[src/rtl/digi_ota_array.sv]
// digi_ota_array: multi-channel clocked digital OTA.
// Each channel resynchronises an asynchronous vip/vin pair. It integrates
// sign(vip - vin) in a saturating signed counter and drives a hysteretic
// comparator output with a registered drive enable.
//
// Ports:
//   clk, rst_n     single clock, synchronous active-low reset
//   ena            update enable (freezes cnt/out/out_oe/prescaler when low)
//   vip, vin       [CHANNELS] asynchronous differential inputs
//   out, out_oe    [CHANNELS] comparator output and drive enable
//   rd_sel, rd_cnt readout mux; rd_cnt is the registered cnt of rd_sel,
//                  or 0 when rd_sel >= CHANNELS
//
// Optional feature macro: DIGI_OTA_LEAK_EN. When it is defined, a shared
// prescaler ticks every LEAK_DIV enabled cycles. On each tick, idle channels
// (diff == 0) move their counter one step toward zero.

module digi_ota_lane #(
  parameter int CNT_W = 6,
  parameter int HYST  = 4
) (
  input  logic                    clk,
  input  logic                    rst_n,
  input  logic                    ena,
`ifdef DIGI_OTA_LEAK_EN
  input  logic                    tick,
`endif
  input  logic                    vip,
  input  logic                    vin,
  output logic                    out,
  output logic                    out_oe,
  output logic signed [CNT_W-1:0] cnt
);
  localparam logic signed [CNT_W-1:0] CNT_MAX = {1'b0, {(CNT_W-1){1'b1}}};
  localparam logic signed [CNT_W-1:0] CNT_MIN = {1'b1, {(CNT_W-1){1'b0}}};
  localparam logic signed [CNT_W-1:0] ONE     = CNT_W'(1);
  localparam logic signed [CNT_W-1:0] HYST_P  = CNT_W'(HYST);
  localparam logic signed [CNT_W-1:0] HYST_N  = -HYST_P;

  logic [1:0] vip_sync, vin_sync;
  logic       vip_s, vin_s, up, dn;
  logic signed [CNT_W-1:0] cnt_n;

  assign vip_s = vip_sync[1];
  assign vin_s = vin_sync[1];
  assign up    = vip_s & ~vin_s;
  assign dn    = ~vip_s & vin_s;

  // Next-state counter. A nonzero diff always wins over the leak step.
  always_comb begin
    cnt_n = cnt;
    if (up) begin
      if (cnt != CNT_MAX) cnt_n = cnt + ONE;
    end else if (dn) begin
      if (cnt != CNT_MIN) cnt_n = cnt - ONE;
    end
`ifdef DIGI_OTA_LEAK_EN
    else if (tick && cnt != '0) begin
      cnt_n = cnt[CNT_W-1] ? cnt + ONE : cnt - ONE;
    end
`endif
  end

  always_ff @(posedge clk) begin
    if (!rst_n) begin
      vip_sync <= '0;
      vin_sync <= '0;
      cnt      <= '0;
      out      <= 1'b0;
      out_oe   <= 1'b0;
    end else begin
      vip_sync <= {vip_sync[0], vip};
      vin_sync <= {vin_sync[0], vin};
      if (ena) begin
        cnt    <= cnt_n;
        out_oe <= vip_s ^ vin_s;
        // The comparator looks at the value being written, so out moves on
        // the same edge as cnt. Inside the band it holds.
        if (cnt_n >= HYST_P)      out <= 1'b1;
        else if (cnt_n <= HYST_N) out <= 1'b0;
      end
    end
  end
endmodule

module digi_ota_array #(
  parameter  int CHANNELS = 4,
  parameter  int CNT_W    = 6,
  parameter  int HYST     = 4,
  parameter  int LEAK_DIV = 16,
  localparam int SEL_W    = (CHANNELS > 1) ? $clog2(CHANNELS) : 1
) (
  input  logic                clk,
  input  logic                rst_n,
  input  logic                ena,
  input  logic [CHANNELS-1:0] vip,
  input  logic [CHANNELS-1:0] vin,
  output logic [CHANNELS-1:0] out,
  output logic [CHANNELS-1:0] out_oe,
  input  logic [SEL_W-1:0]    rd_sel,
  output logic [CNT_W-1:0]    rd_cnt
);
  // Elaboration-time parameter guards.
  if (CHANNELS < 1 || CHANNELS > 8) begin : g_bad_ch
    $error("digi_ota_array: CHANNELS out of range");
  end
  if (CNT_W < 3 || CNT_W > 12) begin : g_bad_w
    $error("digi_ota_array: CNT_W out of range");
  end
  if (HYST < 1 || HYST > (1 << (CNT_W-1)) - 1) begin : g_bad_h
    $error("digi_ota_array: HYST out of range");
  end
  if (LEAK_DIV < 2) begin : g_bad_l
    $error("digi_ota_array: LEAK_DIV must be >= 2");
  end

  logic [CHANNELS-1:0][CNT_W-1:0] cnt_all;

`ifdef DIGI_OTA_LEAK_EN
  localparam int PW = $clog2(LEAK_DIV);
  logic [PW-1:0] presc;
  logic          tick;

  // The prescaler freezes together with the integrators.
  assign tick = ena && (presc == PW'(LEAK_DIV - 1));

  always_ff @(posedge clk) begin
    if (!rst_n)   presc <= '0;
    else if (ena) presc <= tick ? '0 : presc + 1'b1;
  end
`endif

  for (genvar g = 0; g < CHANNELS; g++) begin : g_lane
    digi_ota_lane #(.CNT_W(CNT_W), .HYST(HYST)) u_lane (
      .clk    (clk),
      .rst_n  (rst_n),
      .ena    (ena),
`ifdef DIGI_OTA_LEAK_EN
      .tick   (tick),
`endif
      .vip    (vip[g]),
      .vin    (vin[g]),
      .out    (out[g]),
      .out_oe (out_oe[g]),
      .cnt    (cnt_all[g])
    );
  end

  always_ff @(posedge clk) begin
    if (!rst_n)                       rd_cnt <= '0;
    else if (int'(rd_sel) < CHANNELS) rd_cnt <= cnt_all[rd_sel];
    else                              rd_cnt <= '0;
  end
endmodule

[config.mk]
export PLATFORM = sky130hd
export DESIGN_NAME = digi_ota_array
export DESIGN_NICKNAME = d
export VERILOG_FILES = /design/src/rtl/digi_ota_array.sv
export SDC_FILE = /design/constraint.sdc
export NUM_CORES = 1
export LEC_CHECK = 0
export CORE_AREA = 2 2 84 86
export CTS_CLUSTER_SIZE = 24
export DETAILED_ROUTE_END_ITERATION = 10
export DIE_AREA = 0 0 86 88
export PLACE_DENSITY = 0.75
export RECOVER_POWER = 25
export SYNTH_ARGS = -nofsm -noshare
export SYNTH_HDL_FRONTEND = slang
export SYNTH_SLANG_ARGS = --single-unit
[constraint.sdc]
create_clock -name clk -period 1.9 [get_ports clk]
set_input_delay 0.38 -clock clk [delete_from_list [all_inputs] [get_ports clk]]
set_output_delay 0.38 -clock clk [all_outputs]
set_load 0.03 [all_outputs]
[Word-level counts from Yosys, hierarchy flattened]
Index checks and enable logic that the tools add are counted.
Word-level totals
  flip-flop bits (word level): 54
  input bits: 13
  output and inout bits: 14
  logic and storage cells: 100
Operators by class
  add/sub/neg operators: 8
  $lt $le $gt $ge: 9
  equal/unequal tests: 8
  mux-type cells: 26
  bitwise gates (word level): 20
  reduce and logical (&&, ||, !) cells: 8
Operators by type and width (number)
  2-to-1 mux 6 bit: 17
  != test 6 bit (second input constant): 8
  adder 6 x 2 -> 6 bit (second input constant): 4
  greater-or-equal comparator 6 x 4 -> 1 bit (second input constant): 4
  <= comparator 6 x 3 -> 1 bit (second input constant): 4
  subtractor 6 x 2 -> 6 bit (second input constant): 4
  binary-select mux 6 bit (select 2 bit): 1
  bitwise AND 1 bit: 8
  2-to-1 mux 1 bit: 8
  inverter 1 bit: 8
  AND reduction 2 bit: 4
  nonzero test 2 bit: 4
  XOR 1 bit: 4
  less-than comparator 2 x 3 -> 1 bit (second input constant): 1

[Longest topological paths before layout]
  depth in word-level cells: 7
  mapped depth: 9
  mapped depth without buffers: 8

[Modules after synthesis]
From an unflattened synthesis, not the netlist that was laid out.
Unflattened totals
  cells, all modules: 388
  area total of the unflattened synthesis: 3457.1 µm²
Modules (own cells, without submodules)
  digi_ota_lane at g_lane[0].u_lane ...: instances 3, cells each 90, area each 783.3 µm², seq. area each 240.2 µm²
  digi_ota_lane at g_lane[2].u_lane: instances 1, cells each 91, area each 808.3 µm², seq. area each 240.2 µm²
  digi_ota_array: instances 1, cells each 27, area each 299.0 µm², seq. area each 120.1 µm²

[Worst setup path after synthesis]
No wires, ideal clock.
  kind: flip-flop to flip-flop
  start: reg g_lane[0].u_lane.vin_sync[1]
  end: reg g_lane[0].u_lane.out
  library setup time: 0.140 ns
  data arrival time: 1.928 ns
  data required time: 1.760 ns
  setup slack: -0.168 ns
  cell stages (with the launch flop): 9
  path buffers: 0
  period minus slack after synthesis: 2.068 ns
  path through: dfxtp_1 inv_1 ha_1 or4b_4 nor4_1 nor3_1 a311oi_1 o32a_1 a311oi_1
On the way
  word-level cells in the longest chain between the ends: 6
  elaborated cells between the ends (all ways): 10
  classes of those cells: 2 x order compare; 3 x mux; 3 x bitwise; 2 x reduce/logical
Ends and longest elaborated chain
  from (decl): line 40  | logic [1:0] vip_sync, vin_sync;
  from (signal assigned): line 73  | vin_sync <= {vin_sync[0], vin};
  bitwise AND 1 bit or inverter 1 bit (tied branches): line 47, 46
  2-to-1 mux 6 bit or bitwise AND 1 bit (tied branches): line 54, 46
  2-to-1 mux 6 bit *: line 52  | if (up) begin
  <= comparator 6 x 3 -> 1 bit or greater-or-equal comparator 6 x 4 -> 1 bit (tied branches): line 80, 79
  nonzero test 2 bit (no source line)
  AND reduction 2 bit (no source line)
  to (signal assigned): line 69  | out <= 1'b0;
  to (signal assigned): line 79  | if (cnt_n >= HYST_P) out <= 1'b1;
  to (signal assigned): line 80  | else if (cnt_n <= HYST_N) out <= 1'b0;
  to (decl): line 30  | output logic out,
Every way passes the cells marked *; elsewhere a longest branch is shown, timed or not.
A chain may end at the register's enable or synchronous reset.

[Final worst setup path]
  start: reg g_lane[0].u_lane.vip_sync[1]
  end: reg g_lane[0].u_lane.out
On the way
  word-level cells in the longest chain between the ends: 7
  elaborated cells between the ends (all ways): 10
  classes of those cells: 2 x order compare; 3 x mux; 3 x bitwise; 2 x reduce/logical
Ends and longest elaborated chain
  from (decl): line 40
  from (signal assigned): line 72  | vip_sync <= {vip_sync[0], vip};
  inverter 1 bit: line 47  | assign dn = ~vip_s & vin_s;
  bitwise AND 1 bit: line 47
  2-to-1 mux 6 bit: line 54  | end else if (dn) begin
  2-to-1 mux 6 bit *: line 52
  <= comparator 6 x 3 -> 1 bit or greater-or-equal comparator 6 x 4 -> 1 bit (tied branches): line 80, 79
  nonzero test 2 bit (no source line)
  AND reduction 2 bit (no source line)
Marks and branches as above.

==> qor.txt <==
Crit path capture type: register
Avg Inst Size Synth: 8.39 um^2
Register area share after synthesis: 31.7%
Reg-to-reg slack, setup: -0.09 ns
Detailed-placement wirelength estimate: 6150 um
Cells after synthesis: 407
Fmax: 0.502 GHz
Ys flop type: dfxtp_1
CTS tree: yes
Initial antenna violation count: 0
I/O Pins: 27
Max Fanout on Critical Path: 3
Setup WS post-layout: -0.0913 ns
Drt wl/cell: 16.4 um
Placer Congestion: 0.925
Clk Latency, worst-skew pair: 0.31 ns
Worst r2r src: g_lane[0].u_lane.vip_sync[1]
DRC Markers: 0
Final core occ: 67.2%
Tightest Pin Transition: 0.519 ns
Vias in the first global route: 3129
Total Die Area: 7570 um^2
HP Start: g_lane[0].u_lane.vip_sync[0]
Initial core utilization: 51.4%
Post-synth cell types: 63
Cells along the critical path: inv_1 -> ha_2 -> or4b_4 -> nor4_4 -> buf_4 -> a311oi_4 -> o32a_1 -> a311oi_1
Async set-reset flop share out of synthesis: 0%
P&R area growth vs syn: 30.7%
Minimum clock period: 1.99 ns
ANT nets after route: 0
Cell Rows: 30
Violated checks: negative setup slack
Crit path DAT: 2.22 ns
Setup violations, final: 3
R2r endpoint: g_lane[0].u_lane.out
YS warnings: 0
Drt via density: 5.99
Drt first-iter violations: 170
Die Wd: 86 um
Final hold violations: 0
Crit path launch type: register
Top-area cell type share of the netlist area: 31.7%
Hold Path Class: register to register
Max Clock Skew: 0.00698 ns
Num CTS Buffers: 5
Mapped cell area: 3410 um^2
VDD IR-drop max: 0.000383 V
Port Buffers: 26
Hold path depth: 1
CP delay by family, top: simple AND/OR/NAND/NOR gates
Worst Hold Endpoint: g_lane[0].u_lane.vip_sync[1]
WP buf/inv: 2
Setup slack after placement: -0.158 ns
CTS H-tree lvls: 2
Worst Path Class, Setup: register to register
Die H: 88 um
Clk sinks: 54
Layout cells sized above 1: 26.9%
Area leader, netlist: dfxtp_1
Final Cycle Share: 105%
Status: finished, violations left
CTS clock-pin slew for the worst setup and hold paths: 0.10 ns
Core area: 6640 um^2
Max-capacitance violation count: 0
Reg2reg path depth: 8
RSZ-0062 raised after global routing: true
Grt total ovfl: 0
Slowest-stage cell, CP: or4b_4
Hold buffer count at cts: 0
Synth area leaders: dfxtp_1, ha_1, mux2i_1, nor2_1, and2_1
Headroom to the max-slew limit: 65.4%
Largest net degree at the start of global routing: 27
Max-slew violation total from the final report: 0
Leak pwr: 1.73 nW
Initial DRT Pass Iterations: 4
Critical Path RT: 2.13 ns
Clk buf depth: 2
Root Buffer: clkbuf_8
Vias: 3256
GR Util All Layers: 24.3%
First-pass GRT wire length: 14700 um
Final net count: 496
EDFF count, synth: 0
Post-synthesis register bit count: 54
Final WL: 8910 um
Crit-path max cell delay: 0.50 ns
Power density over the cells: 630 nW/um^2
Syn Nets: 440
Ant. Diodes: 0
## synthesized netlist by cell type, types with 5 or more instances
| library cell | n |
|---|---|
| dfxtp_1 | 54 |
| nor2_1 | 41 |
| nand2_1 | 27 |
| inv_1 | 26 |
| and2_1 | 24 |
| ha_1 | 20 |
| clkbuf_1 | 19 |
| mux2i_1 | 17 |
| a21oi_1 | 13 |
| o21ai_0 | 13 |
| nand3_1 | 10 |
| nor3_1 | 9 |
| a211oi_1 | 8 |
| buf_4 | 8 |
| nand4_1 | 7 |
| nor4_1 | 7 |
| mux4_2 | 6 |
| nor2b_1 | 6 |
| a31oi_1 | 5 |
| nand2b_1 | 5 |
| o211ai_1 | 5 |
## metal layers
metal	global-route usage, %	wire length, um
met2	40.9	4330
met4	11.8	279
met5	0	0
met1	30.3	3890
met3	4.05	405
## cell type report
| cell class | count | area (um^2) |
|---|---|---|
| Clock buffer | 6 | 82.6 |
| Clock inverter | 2 | 60.1 |
| Fill cell | 512 | 2180 |
| Inverter | 27 | 101 |
| Multi-Input combinational cell | 295 | 2330 |
| Sequential cell | 54 | 1090 |
| Tap cell | 80 | 100 |
| Timing Repair Buffer | 80 | 694 |
## worst reg2reg max path: cells and delay by family (launching register included)
kind / cells / cell delay [ns]
adders and majority gates: 1 / 0.17
DFF: 1 / 0.35
AOI/OAI and AO/OA: 3 / 0.47
buffers and inverters: 2 / 0.23
and+or+nand+nor: 2 / 0.69
## through the flow
stage	power [mW]	area, um^2	instances	hold WS [ns]	setup TNS (ns)
global placement	1.81	4080	533	0.415	-0.0793
detailed placement	1.83	4080	533	0.418	-0.468
finish	2.81	4460	544	0.433	-0.144
global route	2.93	4460	544	0.461	-0.556
CTS	2.80	4350	542	0.441	-0.122
floorplan	1.62	3460	407	0.412	-0.000672
## worst max path at each step
| stage | startpoint | to | slack, ns | cells after the start |
|---|---|---|---|---|
| after global routing | g_lane[0].u_lane.vip_sync[1] | g_lane[0].u_lane.out | -0.16 | 8 |
| final | g_lane[0].u_lane.vip_sync[1] | g_lane[0].u_lane.out | -0.09 | 8 |
| after global placement | g_lane[0].u_lane.vin_sync[1] | g_lane[0].u_lane.out | -0.05 | 8 |
| after detailed placement | g_lane[0].u_lane.vin_sync[1] | g_lane[0].u_lane.out | -0.16 | 8 |
| after floorplan | g_lane[0].u_lane.vin_sync[1] | g_lane[0].u_lane.out | -0.0007 | 7 |
| after CTS | g_lane[0].u_lane.vin_sync[1] | g_lane[0].u_lane.out | -0.07 | 8 |
## cells by family after synthesis
| group | share of synthesized area (%) |
|---|---|
| multiplexers | 9.27 |
| flip-flops | 31.7 |
| adder cells (fa/ha/maj) | 7.33 |
| XOR/XNOR | 1.28 |
| AND/OR/NAND/NOR | 25.8 |
| buffers and inverters | 7.37 |
| AO/OA/AOI/OAI | 17.3 |
## cell usage in the layout (no fill, tap or decap), types with 3 or more instances in the layout
cell type / count
nor4_1: 3
buf_4: 50
nand4_1: 7
nand2_1: 27
xnor2_1: 4
and3_1: 4
o211ai_1: 5
and2_1: 21
clkdlybuf4s50_1: 24
a31oi_1: 4
o21a_1: 3
and2_0: 3
nand3_1: 10
inv_1: 25
nand2b_1: 4
o21ai_0: 10
a21oi_1: 12
o21ai_1: 5
or2_2: 3
nor4_2: 3
nor3_1: 6
ha_2: 5
mux4_2: 6
dfxtp_1: 43
clkbuf_8: 6
or4b_4: 3
nor2b_1: 4
o31ai_1: 3
nand4b_1: 3
a211oi_1: 6
mux2i_1: 17
ha_1: 13
nor2_1: 40
buf_12: 3
dfxtp_2: 11
## repair_timing
item	4_1_cts	5_1_grt
gates cloned	0	0
buffers inserted	1	2
resized for setup	26	29
pin swaps	5	8
setup endpoints to repair	6	12
## state kept, by name, summed over array words and instances, names as in the netlist
| register | count |
|---|---|
| g_lane.u_lane.vin_sync | 8 |
| g_lane.u_lane.cnt | 24 |
| rd_cnt | 6 |
| g_lane.u_lane.out | 4 |
| g_lane.u_lane.out_oe | 4 |
| g_lane.u_lane.vip_sync | 8 |
## where the power goes
part	internal [mW]	leakage, nW	switching, mW	total, mW
combinational	0.296	1.21	0.315	0.611
sequential	1.19	0.447	0.0614	1.25
clock	0.562	0.0714	0.388	0.950
total	2.05	1.73	0.764	2.81
Note: power is estimated with default switching activity, not from simulation.
